### config.mk
export PLATFORM = sky130hd
export DESIGN_NAME = fpnew_lane_sequencer
export DESIGN_NICKNAME = d
export VERILOG_FILES = /design/src/rtl/fpnew_lane_sequencer.sv
export SDC_FILE = /design/constraint.sdc
export NUM_CORES = 1
export LEC_CHECK = 0
export BUFFER_PORTS_ARGS = -buffer_cell sky130_fd_sc_hd__buf_2
export CORE_AREA = 2 2 157 159
export DETAILED_ROUTE_END_ITERATION = 8
export DIE_AREA = 0 0 159 161
export GPL_TIMING_DRIVEN = 0
export PLACE_DENSITY = 0.82
export SYNTH_ARGS = -nofsm -noshare
export SYNTH_HDL_FRONTEND = slang
export SYNTH_SLANG_ARGS = --single-unit
### constraint.sdc
create_clock -name clk_i -period 4.2 [get_ports clk_i]
set_clock_uncertainty 0.2 [all_clocks]
set_input_delay 0.42 -clock clk_i [delete_from_list [all_inputs] [get_ports clk_i]]
set_output_delay 0.42 -clock clk_i [all_outputs]
set_load 0.005 [all_outputs]
### src/rtl/fpnew_lane_sequencer.sv
// Serialises one packed FP operation onto a single scalar unit, one lane at a time,
// then reassembles the packed result with the OR of the masked lane statuses.
module fpnew_lane_sequencer #(
  parameter int unsigned FpWidth     = 16,
  parameter int unsigned Width       = 64,
  parameter int unsigned NumOperands = 3,
  parameter type         TagType     = logic
) (
  input  logic                           clk_i,
  input  logic                           rst_ni,
  input  logic [NumOperands*Width-1:0]   operands_i,
  input  logic                           vectorial_op_i,
  input  logic [Width/FpWidth-1:0]       simd_mask_i,
  input  TagType                         tag_i,
  input  logic                           in_valid_i,
  output logic                           in_ready_o,
  input  logic                           flush_i,
  output logic [NumOperands*FpWidth-1:0] unit_operands_o,
  output logic                           unit_valid_o,
  input  logic                           unit_ready_i,
  output logic                           unit_flush_o,
  input  logic [FpWidth-1:0]             unit_result_i,
  input  logic [4:0]                     unit_status_i,
  input  logic                           unit_ext_bit_i,
  input  logic                           unit_valid_i,
  output logic                           unit_ready_o,
  output logic [Width-1:0]               result_o,
  output logic [4:0]                     status_o,
  output logic                           extension_bit_o,
  output TagType                         tag_o,
  output logic                           out_valid_o,
  input  logic                           out_ready_i,
  output logic                           busy_o
);

  localparam int unsigned NUM_LANES = Width / FpWidth;
  localparam int unsigned LaneW     = (NUM_LANES > 1) ? $clog2(NUM_LANES) : 1;

  typedef enum logic [1:0] {IDLE, ISSUE, WAIT, DONE} state_e;

  state_e                               state_q, state_d;
  logic [LaneW-1:0]                     lane_cnt_q, lane_cnt_d;
  logic [LaneW-1:0]                     last_q, last_d;
  logic                                 vec_q, vec_d;
  logic [NUM_LANES-1:0]                 mask_q, mask_d;
  TagType                               tag_q, tag_d;
  logic [NumOperands*Width-1:0]         operands_q, operands_d;
  logic [NUM_LANES-1:0][FpWidth-1:0]    slots_q, slots_d;
  logic [4:0]                           status_q, status_d;
  logic                                 ext_q, ext_d;

  always_comb begin
    state_d      = state_q;
    lane_cnt_d   = lane_cnt_q;
    last_d       = last_q;
    vec_d        = vec_q;
    mask_d       = mask_q;
    tag_d        = tag_q;
    operands_d   = operands_q;
    slots_d      = slots_q;
    status_d     = status_q;
    ext_d        = ext_q;
    in_ready_o   = (state_q == IDLE);
    unit_valid_o = 1'b0;
    unit_ready_o = 1'b0;
    out_valid_o  = 1'b0;

    unique case (state_q)
      IDLE: begin
        if (in_valid_i) begin
          operands_d = operands_i;
          mask_d     = simd_mask_i;
          tag_d      = tag_i;
          vec_d      = vectorial_op_i;
          lane_cnt_d = '0;
          last_d     = vectorial_op_i ? LaneW'(NUM_LANES - 1) : '0;
          status_d   = '0;
          state_d    = ISSUE;
        end
      end
      ISSUE: begin
        unit_valid_o = 1'b1;
        if (unit_ready_i) state_d = WAIT;
      end
      WAIT: begin
        unit_ready_o = 1'b1;
        if (unit_valid_i) begin
          slots_d[lane_cnt_q] = unit_result_i;
          status_d = status_q | (unit_status_i & {5{mask_q[lane_cnt_q]}});
          if (lane_cnt_q == '0) ext_d = unit_ext_bit_i;
          if (lane_cnt_q == last_q) begin
            state_d = DONE;
          end else begin
            lane_cnt_d = lane_cnt_q + 1'b1;
            state_d    = ISSUE;
          end
        end
      end
      DONE: begin
        out_valid_o = 1'b1;
        if (out_ready_i) state_d = IDLE;
      end
      default: state_d = IDLE;
    endcase

    // Flush overrides every handshake taken above in the same cycle.
    if (flush_i) begin
      state_d    = IDLE;
      lane_cnt_d = '0;
      status_d   = '0;
    end
  end

  always_ff @(posedge clk_i or negedge rst_ni) begin
    if (!rst_ni) begin
      state_q    <= IDLE;
      lane_cnt_q <= '0;
      last_q     <= '0;
      vec_q      <= 1'b0;
      mask_q     <= '0;
      tag_q      <= '0;
      operands_q <= '0;
      slots_q    <= '0;
      status_q   <= '0;
      ext_q      <= 1'b0;
    end else begin
      state_q    <= state_d;
      lane_cnt_q <= lane_cnt_d;
      last_q     <= last_d;
      vec_q      <= vec_d;
      mask_q     <= mask_d;
      tag_q      <= tag_d;
      operands_q <= operands_d;
      slots_q    <= slots_d;
      status_q   <= status_d;
      ext_q      <= ext_d;
    end
  end

  always_comb begin
    unit_operands_o = '0;
    for (int o = 0; o < NumOperands; o++) begin
      unit_operands_o[o*FpWidth +: FpWidth] =
        operands_q[o*Width + FpWidth*32'(lane_cnt_q) +: FpWidth];
    end
  end

  // Unexecuted lanes and any bits above the lane area carry the lane-0 extension bit.
  always_comb begin
    result_o = {Width{ext_q}};
    for (int l = 0; l < NUM_LANES; l++) begin
      if (vec_q || (l == 0)) result_o[l*FpWidth +: FpWidth] = slots_q[l];
    end
  end

  assign status_o        = status_q;
  assign extension_bit_o = ext_q;
  assign tag_o           = tag_q;
  assign busy_o          = (state_q != IDLE);
  assign unit_flush_o    = flush_i;

endmodule

======== Word-level counts from Yosys, hierarchy flattened ========
Cells that the tools add are included.
word-level totals
  register bits after elaboration ......... 274
  logic and storage cells ................. 71
cells by class
  bitwise gates (word level) .............. 2
  add/sub/neg operators ................... 3
  shift-type cells ........................ 3
  equal/unequal tests ..................... 9
  reduce and logical (&&, ||, !) cells .... 11
  multiplexer cells ....................... 28
  $lt $le $gt $ge ......................... 2
operators by type and width
  operator                                                              number
  192-bit by 10-bit variable part select with 16-bit output             1
  192-bit by 7-bit variable part select with 16-bit output              1
  192-bit by 9-bit variable part select with 16-bit output              1
  64-bit bitwise mux                                                    1
  16-bit 2-to-1 mux                                                     4
  16-bit demux with 2-bit select                                        1
  2-bit 2-to-1 mux                                                      11
  5-bit 2-to-1 mux                                                      3
  3-bit != test, second input constant                                  4
  5-bit one-hot mux with 2 select lines                                 1
  8-bit by 6-bit adder with 9-bit output, first input constant          1
  7-bit by 6-bit adder with 8-bit output, first input constant          1
  2-bit one-hot mux with 4 select lines                                 1
  4-bit AND reduction                                                   2
  3-bit AND reduction                                                   2
  5-bit AND                                                             1
  5-bit OR                                                              1
  2-bit equality test, second input constant                            2
  2-bit logical NOT                                                     2
  1-bit 2-to-1 mux                                                      4
  2-bit one-hot mux with 2 select lines                                 1
  2-bit AND reduction                                                   2
  2-bit by 3-bit < comparator with 1-bit output, second input constant  1
  3-bit by 2-bit != test with 1-bit output, second input constant       1
  other kinds (8)                                                       8

======== Logic depth before layout (Yosys ltp) ========
Gate-level depths: netlist (run 1).
  depth in word-level cells ............... 7
  depth in mapped cells ................... 7
  gate-level depth less buffers ........... 5

======== Worst setup path after synthesis (run 1) ========
OpenSTA, ideal clock, no wires.
  path kind ............................... register to register
  from .................................... register lane_cnt_q[0]
  to ...................................... register slots_q, in the netlist result_o[10]
  library setup time ...................... 0.125 ns
  stages on the path, launching flop included .. 8
  setup slack ............................. 2.075 ns
  data arrival time ....................... 1.800 ns
  cells stage by stage .................... dfrtp_1 > buf_2 > buf_2 > inv_1 > ha_1 > nand2_4 > buf_6 > mux2_4
on the way
  word-level cells in the longest chain between the ends .. 5
RTL lines
  what                                                                                                                                          RTL line  RTL
  start, declared                                                                                                                               42        logic [LaneW-1:0] lane_cnt_q, lane_cnt_d;
  start signal, assigned                                                                                                                        128       lane_cnt_q <= lane_cnt_d;
  2-bit by 3-bit < comparator with 1-bit output (implied by the code) / 2-bit by 1-bit >= comparator with 1-bit output (equally long branches)  88        slots_d[lane_cnt_q] = unit_result_i;
  1-bit logical AND (implied by the code)                                                                                                       88
  16-bit 2-to-1 mux (implied by the code)                                                                                                       88
  16-bit demux with 2-bit select *                                                                                                              88
  64-bit bitwise mux *                                                                                                                          88
  end signal, assigned                                                                                                                          134       slots_q <= slots_d;
  end, declared                                                                                                                                 48        logic [NUM_LANES-1:0][FpWidth-1:0] slots_q, slots_d;
Mark *: on every way between the ends. The rest lies on a longest branch, timed or not.
A chain may end at the register's enable or synchronous reset.

======== Worst setup path after layout (run 1) ========
  from .................................... register lane_cnt_q[1]
  to ...................................... output unit_operands_o[10]
on the way
  word-level cells in the longest chain between the ends .. 1
RTL lines
  what                                                      RTL line  RTL
  192-bit by 7-bit variable part select with 16-bit output  144       operands_q[o*Width + FpWidth*32'(lane_cnt_q) +: FpWidth];
  end, declared                                             18        output logic [NumOperands*FpWidth-1:0] unit_operands_o,
Every way passes these cells.

==> qor.csv, run 1 <==
stage,metric,value,unit
cts,clock_path_buffers,3,
setup_path,cp.depth,5,
global_routing,antenna_found_initial,6,
place,post_dp_cell_area,0.0152,mm²
setup_path,crit_start,lane_cnt_q[1],
cts,cts_tree,built,
synth,syn_area,0.0130,mm²
synth,synth_compound_area_frac,0.0104,
setup_path,worstSetupPathType,reg -> out,
place,place.gp.congestion,0.842,
sta,fin_crit,3.10,ns
synth,synth_common_cells,"dfrtp_1, mux2_4, nand2_1, mux2_2, mux4_2",
setup_path,cp_top_family,buffers and inverters,
setup_path,start_kind,register,
setup_path,crit_fanout,10,
global_routing,grt_pass1_vias,11200,
setup_path,r2r_cells,7,
min_path,worstHoldPathType,in -> reg,
final_layout,fin_area,0.0184,mm²
sta,hold_violations,0,
final_layout,areaGrowthSynthToFinish,41.4,%
sta,rsz0062_at_grt,false,
setup_path,worst_path_max_delay_cell,buf_2,
setup_path,required,3.58,ns
min_path,min_path_cells,4,
power_and_ir_drop,powerDensity,465,mW/mm²
cts,cts.sinks,272,
synth,synth_enable_flop_cells,0,
synth,yosys_warnings,0,
detailed_routing,drt-total-wl,41500,µm
die,row_count,57,
cts,clock_latency,0.54,ns
global_routing,grt_max_degree,124,
synth,synthAdderAreaFrac,0.00385,
sta,worst_pin_slew,0.836,ns
setup_path,crit_arrival,2.48,ns
detailed_routing,first_iter_violations,549,
synth,synthSimpleGateAreaFrac,0.0412,
synth,ys_top_cells_by_area,"dfrtp_1, mux2_4, mux4_2, mux2_2, nand2_1",
sta,setup_violations,0,
setup_path,r2r-end,result_o[5],
power_and_ir_drop,p_leak,9.20,nW
die,start_util,0.543,
power_and_ir_drop,peakVddDrop,383,µV
die,die_x,159,µm
sta,slew_headroom,0.443,
place,port_buffers,351,
synth,synth-main-ff-cell,dfrtp_1,
cts,cts_root_buf,clkbuf_16,
run,cap_violations,0,
synth,synthArstFlopShare,1.00,
sta,slew_violations,0,
setup_path,timing.rr.start,lane_cnt_q[0],
cts,cts_resized,0,
die,coreArea,0.0240,mm²
final_layout,layout.nets,1642,
setup_path,r2r_slack,1.57,ns
final_layout,final_util,0.768,
status,status,completed,
detailed_routing,vias_per_cell,5.45,
synth,synth-seq-cells,272,
synth,synth_top_family_by_area,multiplexers,
sta,max_freq,323,MHz
global_routing,overflow,0,
detailed_routing,dr.pass1.iters,5,
detailed_routing,post-route-drc-count,0,
min_path,min_from,unit_valid_i,
synth,ys_types,37,
global_routing,grt_pass1_wl,64200,µm
detailed_routing,via_count,9614,
sta,timing.final.crit_share,0.737,
detailed_routing,ant_nets,0,
setup_path,end_kind,primary output,
die,boundaryPins,352,
synth,synth_top_area_cell,dfrtp_1,
setup_path,crit_top_cell,buf_2,
place,hpwlAfterDp,23400,µm
synth,synth.avg_cell_area,16.1,µm²
synth,syn-num-nets,1040,
cts,cts.reportedPaths.clkPinSlew,0.06,ns
min_path,hold-path-endpoint,state_q[1],
detailed_routing,wire_per_inst,23.5,µm
synth,synth-xor-area-share,0,
synth,seq_area_frac_synth,0.523,
setup_path,crit_chain,buf_2 > buf_2 > buf_2 > mux4_2 > buf_2,
synth,yosysMostFrequentCell,dfrtp_1,
setup_path,crit_path_max_incr_delay,0.41,ns
setup_path,critPathBufInv,4,
cts,cts_buffers,29,
synth,synth_top_area_share,0.523,
die,die_area,0.0256,mm²
synth,muxShareOfSynthArea,0.374,
synth,synthCells,809,
final_layout,layout-drive-gt1-share,0.540,
global_routing,grt_use_total,0.326,
cts,htreeDepth,1,
die,fp.dieH,161,µm
==> layer usage <==
| metal | wire [µm] | up-vias | GRT usage | share of wire |
|---|---|---|---|---|
| li1 | - | 4076 | - | - |
| met4 | 2130 | 0 | 0.176 | 0.051 |
| met2 | 21700 | 471 | 0.577 | 0.52 |
| met3 | 2240 | 162 | 0.0614 | 0.054 |
| met5 | 0 | - | 0 | 0 |
| met1 | 15400 | 4905 | 0.379 | 0.37 |
==> power by group <==
group	internal, mW	switching, mW	total, mW
clock	1.57	1.08	2.65
sequential	3.13	0.366	3.50
combinational	1.46	0.946	2.41
==> through the flow <==
stage               total power, mW  cells  hold slack, ns  setup slack, ns  setup TNS, ns
CTS                            8.42   1757         0.00813             1.08              0
floorplan                      4.77    809         -0.0756             2.08              0
finish                         8.56   1763          0.0196             1.10              0
global route                   8.88   1763          0.0375            0.985              0
detailed placement             5.62   1486           0.126             1.56              0
global placement               5.54   1484           0.285            -2.38        -639.15
==> registers in the layout, summed over array words and instances (netlist names) <==
signal and flops:
slots_q 48, lane_cnt_q 2, tag_o 1, mask_q 4, status_o 5, result_o 16
extension_bit_o 1, last_q 1, state_q 2, operands_q 192
==> placed cells by master, fill, tap and decap left out, types with 2 or more instances in the layout <==
master and instances:
inv_1 5, a41oi_1 5, buf_8 12, bufinv_16 4, a21o_1 2, mux2i_1 2
mux4_2 49, nor2_1 5, mux2_4 205, dfrtp_1 272, buf_4 22, buf_6 15
nor3_1 6, clkbuf_1 21, clkbuf_16 29, clkbuf_8 3, buf_1 2, buf_16 2
diode_2 6, buf_2 360, nand2_4 4, dlygate4sd3_1 218, clkinv_2 7, nand2_1 99
ha_1 4, nor2b_1 3, mux2_2 59
==> kinds of logic after synthesis <==
kind of cell               Yosys count
AOI/OAI and AO/OA                   17
adders and majority gates            4
buffers and inverters               77
DFF                                272
muxes                              315
and+or+nand+nor                    124
==> final cells by class <==
| cell class | instances | area (µm²) |
|---|---|---|
| Clock buffer | 41 | 801 |
| Fill cell | 1335 | 5560 |
| Inverter | 5 | 18.8 |
| Clock inverter | 12 | 164 |
| Multi-Input combinational cell | 460 | 5590 |
| Tap cell | 324 | 405 |
| Sequential cell | 272 | 6810 |
| Timing Repair Buffer | 571 | 4000 |
| Buffer | 72 | 602 |
| Antenna cell | 6 | 15.0 |
==> timing repair <==
| item | CTS | global route |
|---|---|---|
| hold buffers | 218 | 0 |
| buffers inserted | 0 | 0 |
| setup endpoints to repair | 0 | 0 |
| endpoints found under the hold margin | 300 | 0 |
==> how the worst max path moves through the flow <==
stage / endpoint / slack [ns]
2_1_floorplan: result_o[10] / 2.08
4_1_cts: unit_operands_o[14] / 1.08
3_3_place_gp: result_o[10] / -2.38
5_1_grt: unit_operands_o[14] / 0.98
6_report: unit_operands_o[10] / 1.10
3_5_place_dp: result_o[7] / 1.56
==> tightest hold or removal path: cells and delay by family <==
family | cells | cell delay (ns)
buffers and inverters | 1 | 0.09
AND/OR/NAND/NOR | 1 | 0.06
multiplexers | 1 | 0.06
AO/OA/AOI/OAI | 1 | 0.08
Note: power is estimated with default switching activity, not from simulation.
==> inputs of run 2 (changes only) <==
--- a/config.mk
+++ b/config.mk
@@ -6,11 +6,11 @@
 export NUM_CORES = 1
 export LEC_CHECK = 0
 export BUFFER_PORTS_ARGS = -buffer_cell sky130_fd_sc_hd__buf_2
-export CORE_AREA = 2 2 157 159
+export CORE_AREA = 2 2 168 170
 export DETAILED_ROUTE_END_ITERATION = 8
-export DIE_AREA = 0 0 159 161
+export DIE_AREA = 0 0 170 172
 export GPL_TIMING_DRIVEN = 0
-export PLACE_DENSITY = 0.82
+export PLACE_DENSITY = 0.76
 export SYNTH_ARGS = -nofsm -noshare
 export SYNTH_HDL_FRONTEND = slang
 export SYNTH_SLANG_ARGS = --single-unit
==> constraint.sdc (replaced) <==
create_clock -name clk_i -period 2.55 [get_ports clk_i]
set_clock_uncertainty 0.2 [all_clocks]
set_input_delay 0.255 -clock clk_i [delete_from_list [all_inputs] [get_ports clk_i]]
set_output_delay 0.255 -clock clk_i [all_outputs]
set_load 0.005 [all_outputs]
==> qor.csv, run 2 (synthesized netlist as in run 1, its figures left out) <==
stage,metric,value,unit
status,status,completed,
sta,hold_violations,0,
global_routing,grt_use_total,0.268,
place,port_buffers,351,
setup_path,timing.rr.start,lane_cnt_q[0],
detailed_routing,wire_per_inst,21.9,µm
detailed_routing,ant_nets,0,
power_and_ir_drop,seq_power_share,0.411,
power_and_ir_drop,combPwrFrac,0.284,
cts,cts_buffers,29,
detailed_routing,post-route-drc-count,0,
die,die_x,170,µm
final_layout,n_fill_cell,1818,
final_layout,layout.area.seq,0.00681,mm²
power_and_ir_drop,p_leak,9.27,nW
global_routing,grt_pass1_vias,10500,
die,boundaryPins,352,
setup_path,end_kind,primary output,
cts,cts.sinks,272,
sta,fin_crit,2.51,ns
global_routing,grt_pass1_wl,59700,µm
final_layout,layout.nets,1651,
detailed_routing,dr.pass1.iters,5,
detailed_routing,first_iter_violations,538,
die,start_util,0.474,
final_layout,layout-drive-gt1-share,0.547,
detailed_routing,drt-total-wl,39300,µm
power_and_ir_drop,p_sw_frac,0.278,
sta,max_freq,399,MHz
setup_path,r2r_slack,0.35,ns
die,fp.dieH,172,µm
setup_path,crit_arrival,2.05,ns
global_routing,grt_max_degree,101,
global_routing,antenna_found_initial,5,
setup_path,r2r-end,state_q[1],
sta,timing.final.crit_share,0.983,
sta,slew_headroom,0.465,
cts,cts_root_buf,clkbuf_16,
sta,slew_violations,0,
cts,cts.reportedPaths.clkPinSlew,0.06,ns
power_and_ir_drop,peakVddDrop,616,µV
sta,rsz0062_at_grt,true,
die,die_area,0.0292,mm²
cts,clock_latency,0.55,ns
final_layout,areaGrowthSynthToFinish,42.8,%
setup_path,crit_fanout,10,
sta,tns,0,ns
power_and_ir_drop,p_sw,3.86,mW
final_layout,largest_register_ffs,192,
min_path,worstHoldPathType,in -> async,
final_layout,finalNonFillerCells,1792,
sta,setup_violations,0,
power_and_ir_drop,internal-power,10.0,mW
power_and_ir_drop,powerDensity,747,mW/mm²
final_layout,multiInputGateArea,0.00559,mm²
final_layout,final_util,0.676,
die,coreArea,0.0275,mm²
run,cap_violations,0,
place,dp_cells,1508,
setup_path,worstSetupPathType,reg -> out,
final_layout,final_common_cell,buf_2,
global_routing,overflow,0,
die,row_count,61,
setup_path,r2r_cells,6,
sta,worst_pin_slew,0.802,ns
setup_path,start_kind,register,
sta,whs,0.158,ns
final_layout,regMostFlops,operands_q,
setup_path,required,2.10,ns
place,place.gp.congestion,0.837,
power_and_ir_drop,clkPwrFrac,0.305,
detailed_routing,vias_per_cell,5.21,
cts,cts_tree,built,
cts,clock_path_buffers,3,
cts,htreeDepth,1,
detailed_routing,via_count,9337,
place,hpwlAfterDp,24200,µm
final_layout,final_cell_mix,"buf_2, dfrtp_1, dlygate4sd3_1",
-- run 2: cell types whose count changed in the layout (fill, tap and decap cells not counted), moves of 2 or more --
cell | previous run | this run
clkbuf_1 | 21 | 10
dlygate4sd3_1 | 218 | 226
buf_2 | 360 | 355
buf_8 | 12 | 17
clkbuf_2 | 0 | 4
clkbuf_4 | 0 | 3
buf_1 | 2 | 0
buf_4 | 22 | 20
buf_6 | 15 | 17
bufinv_16 | 4 | 2
clkbuf_8 | 3 | 5
clkinv_2 | 7 | 9
-- run 2: critical path, stage by stage (launching register included) --
cell	delay [ns]
dfrtp_2	0.40
buf_8	0.19
buf_6	0.21
mux4_2	0.54
buf_2	0.15
-- run 2: per-layer routing --
metal / vias up / GRT usage / wire, µm
li1: 4102 / - / -
met1: 4708 / 0.322 / 15300
met2: 417 / 0.487 / 20300
met3: 110 / 0.0442 / 2070
met4: 0 / 0.101 / 1600
met5: - / 0 / 0
-- run 2: how the worst max path moves through the flow --
stage | start | end
6_report | lane_cnt_q[0] | unit_operands_o[7]
5_1_grt | lane_cnt_q[0] | unit_operands_o[31]
4_1_cts | lane_cnt_q[1] | unit_operands_o[33]
3_5_place_dp | lane_cnt_q[0] | result_o[8]
3_3_place_gp | rst_ni | result_o[12]
2_1_floorplan | lane_cnt_q[0] | result_o[10]
-- run 2: repair_timing --
item                                   in CTS  in global routing
cloned                                      0                  0
hold buffers                              226                  0
setup endpoints to repair                  90                 39
gates resized for setup                    24                  9
endpoints found under the hold margin     368                  0
buffers inserted                            1                  0
-- run 2: cell type report --
class | instances | area share
well taps | 346 | 0.0233
diodes | 5 | 0.000673
clock buffers | 37 | 0.0434
multi-input cells | 460 | 0.301
clock inverters | 15 | 0.00747
plain buffers | 72 | 0.0370
inverters | 5 | 0.00101
flip-flops and latches | 272 | 0.366
repair buffers | 580 | 0.220
-- run 2: stage by stage --
step           instance area, µm²  worst slack (ns)  total power [mW]
2_1_floorplan               13000             0.425              7.86
3_3_place_gp                15200             -4.00              9.15
3_5_place_dp                15300            -0.155              9.27
4_1_cts                     18600           0.00263              13.8
5_1_grt                     18600           -0.0148              14.5
6_report                    18600            0.0445              13.9
-- run 2: power groups by stage --
stage	sequential, mW	clock, mW	combinational [mW]
floorplan	5.52	0	2.34
global placement	5.66	0	3.49
detailed placement	5.70	0	3.57
CTS	5.64	4.29	3.88
global route	5.78	4.47	4.22
finish	5.71	4.24	3.94
==> inputs of run 3 (changes only) <==
--- a/config.mk
+++ b/config.mk
@@ -6,11 +6,12 @@
 export NUM_CORES = 1
 export LEC_CHECK = 0
 export BUFFER_PORTS_ARGS = -buffer_cell sky130_fd_sc_hd__buf_2
-export CORE_AREA = 2 2 168 170
+export CORE_AREA = 2 2 157 159
 export DETAILED_ROUTE_END_ITERATION = 8
-export DIE_AREA = 0 0 170 172
+export DIE_AREA = 0 0 159 161
 export GPL_TIMING_DRIVEN = 0
-export PLACE_DENSITY = 0.76
+export PLACE_DENSITY = 0.82
+export SKIP_CTS_REPAIR_TIMING = 1
 export SYNTH_ARGS = -nofsm -noshare
 export SYNTH_HDL_FRONTEND = slang
 export SYNTH_SLANG_ARGS = --single-unit
==> constraint.sdc (replaced) <==
create_clock -name clk_i -period 3.1 [get_ports clk_i]
set_clock_uncertainty 0.2 [all_clocks]
set_input_delay 0.31 -clock clk_i [delete_from_list [all_inputs] [get_ports clk_i]]
set_output_delay 0.31 -clock clk_i [all_outputs]
set_load 0.005 [all_outputs]
==> qor.csv, run 3 (synthesized netlist as in run 1, its figures left out) <==
stage,metric,value,unit
status,status,finished with violations,
status,violations,negative hold slack,
cts,cts_tree,built,
sta,max_freq,331,MHz
min_path,min_from,unit_status_i[2],
power_and_ir_drop,seq_power_share,0.408,
detailed_routing,first_iter_violations,592,
cts,cts.sinks,272,
final_layout,n_fill_cell,1340,
sta,fin_crit,3.02,ns
setup_path,start_kind,register,
detailed_routing,wire_per_inst,23.7,µm
final_layout,multiInputGateArea,0.00559,mm²
cts,clock_latency,0.55,ns
final_layout,layout.nets,1647,
detailed_routing,drt-total-wl,41800,µm
global_routing,overflow,0,
detailed_routing,met2_length,22100,µm
final_layout,areaGrowthSynthToFinish,41.7,%
cts,htreeDepth,1,
power_and_ir_drop,peakVddDrop,571,µV
place,dp_cells,1486,
die,fp.dieH,161,µm
sta,worst_pin_slew,0.866,ns
detailed_routing,wl_met3,2150,µm
place,place.gp.congestion,0.842,
die,die_x,159,µm
final_layout,finalNonFillerCells,1765,
setup_path,crit_arrival,2.51,ns
power_and_ir_drop,combPwrFrac,0.282,
power_and_ir_drop,p_sw_frac,0.281,
final_layout,final_cell_mix,"buf_2, dfrtp_1, dlygate4sd3_1",
sta,slew_violations,0,
detailed_routing,via_count,9697,
power_and_ir_drop,p_sw,3.27,mW
sta,timing.final.crit_share,0.973,
setup_path,timing.rr.start,lane_cnt_q[0],
global_routing,grt_max_degree,124,
die,boundaryPins,352,
die,row_count,57,
global_routing,antenna_found_initial,2,
cts,cts.reportedPaths.clkPinSlew,0.07,ns
setup_path,required,2.59,ns
place,hpwlAfterDp,23400,µm
run,cap_violations,0,
final_layout,final_common_cell,buf_2,
sta,setup_violations,0,
power_and_ir_drop,clkPwrFrac,0.309,
sta,whs,-0.0744,ns
setup_path,crit_fanout,10,
power_and_ir_drop,powerDensity,630,mW/mm²
setup_path,worstSetupPathType,reg -> out,
cts,cts_root_buf,clkbuf_16,
setup_path,end_kind,primary output,
sta,slew_headroom,0.423,
detailed_routing,met1_length,15500,µm
final_layout,layout.area.seq,0.00681,mm²
cts,cts_buffers,29,
place,port_buffers,351,
setup_path,crit_start,lane_cnt_q[0],
die,die_area,0.0256,mm²
final_layout,regMostFlops,operands_q,
final_layout,largest_register_ffs,192,
final_layout,layout-drive-gt1-share,0.538,
die,coreArea,0.0240,mm²
sta,hold_violations,2,
power_and_ir_drop,p_leak,9.22,nW
detailed_routing,vias_per_cell,5.49,
global_routing,grt_use_total,0.257,
detailed_routing,post-route-drc-count,0,
detailed_routing,ant_nets,0,
detailed_routing,dr.pass1.iters,5,
die,start_util,0.543,
min_path,worstHoldPathType,in -> reg,
power_and_ir_drop,internal-power,8.36,mW
global_routing,grt_pass1_wl,51500,µm
detailed_routing,routed.top_layer,met4,
cts,clock_path_buffers,3,
global_routing,grt_pass1_vias,9025,
run 3: cell types whose count changed in the layout (fill, tap and decap cells not counted), moves of 3 or more:
cell,previous run,this run
clkbuf_1,10,21
buf_2,355,360
buf_8,17,12
clkbuf_2,4,0
clkbuf_4,3,0
dlygate4sd3_1,226,223
run 3: per-layer routing:
layer	global-route usage	vias to the layer above
met2	0.442	499
met4	0.0860	0
met3	0.0439	159
met5	0	-
met1	0.337	4946
li1	-	4093
run 3: worst paths after layout:
kind                                            end  slack (ns)  cells after the start
max in group asynchronous               slots_q[44]        1.73                      3
worst max register to register          result_o[7]        0.44                      7
min in group asynchronous           operands_q[140]        0.05                      2
worst min-delay path                    status_o[2]       -0.07                      3
worst max-delay path            unit_operands_o[14]        0.08                      4
worst min register to register          slots_q[33]        0.31                      1
run 3: worst max-delay path, cell delays in order, from the launching register on:
cell and delay (ns):
dfrtp_1 0.49, buf_2 0.37, buf_2 0.39, mux4_2 0.55
buf_2 0.16
run 3: final cells by class:
| type | count | area share |
|---|---|---|
| timing repair buffer | 576 | 0.220 |
| clock inverter | 12 | 0.00889 |
| tap | 324 | 0.0220 |
| clock buffer | 41 | 0.0434 |
| inverter | 5 | 0.00102 |
| multi-input combinational | 460 | 0.303 |
| buffer | 72 | 0.0326 |
| sequential | 272 | 0.369 |
| antenna | 3 | 0.000407 |
run 3: power by group through the flow:
| stage | clock network (mW) | logic (mW) | registers, mW |
|---|---|---|---|
| 5_1_grt | 3.78 | 3.48 | 4.79 |
| 6_report | 3.60 | 3.28 | 4.75 |
| 2_1_floorplan | 0 | 1.93 | 4.54 |
| 3_3_place_gp | 0 | 2.85 | 4.65 |
| 4_1_cts | 3.58 | 2.95 | 4.66 |
| 3_5_place_dp | 0 | 2.93 | 4.69 |
run 3: stage by stage:
stage | area [µm²] | setup WS [ns] | utilization | TNS (ns) | total power, mW
2_1_floorplan | 13000 | 0.975 | - | 0 | 6.47
3_3_place_gp | 15200 | -3.37 | 0.633 | -908.43 | 7.50
3_5_place_dp | 15200 | 0.458 | 0.636 | 0 | 7.62
4_1_cts | 16200 | 0.0868 | 0.676 | 0 | 11.2
5_1_grt | 18400 | -0.0215 | 0.770 | -0.0215 | 12.0
6_report | 18400 | 0.0833 | 0.770 | 0 | 11.6
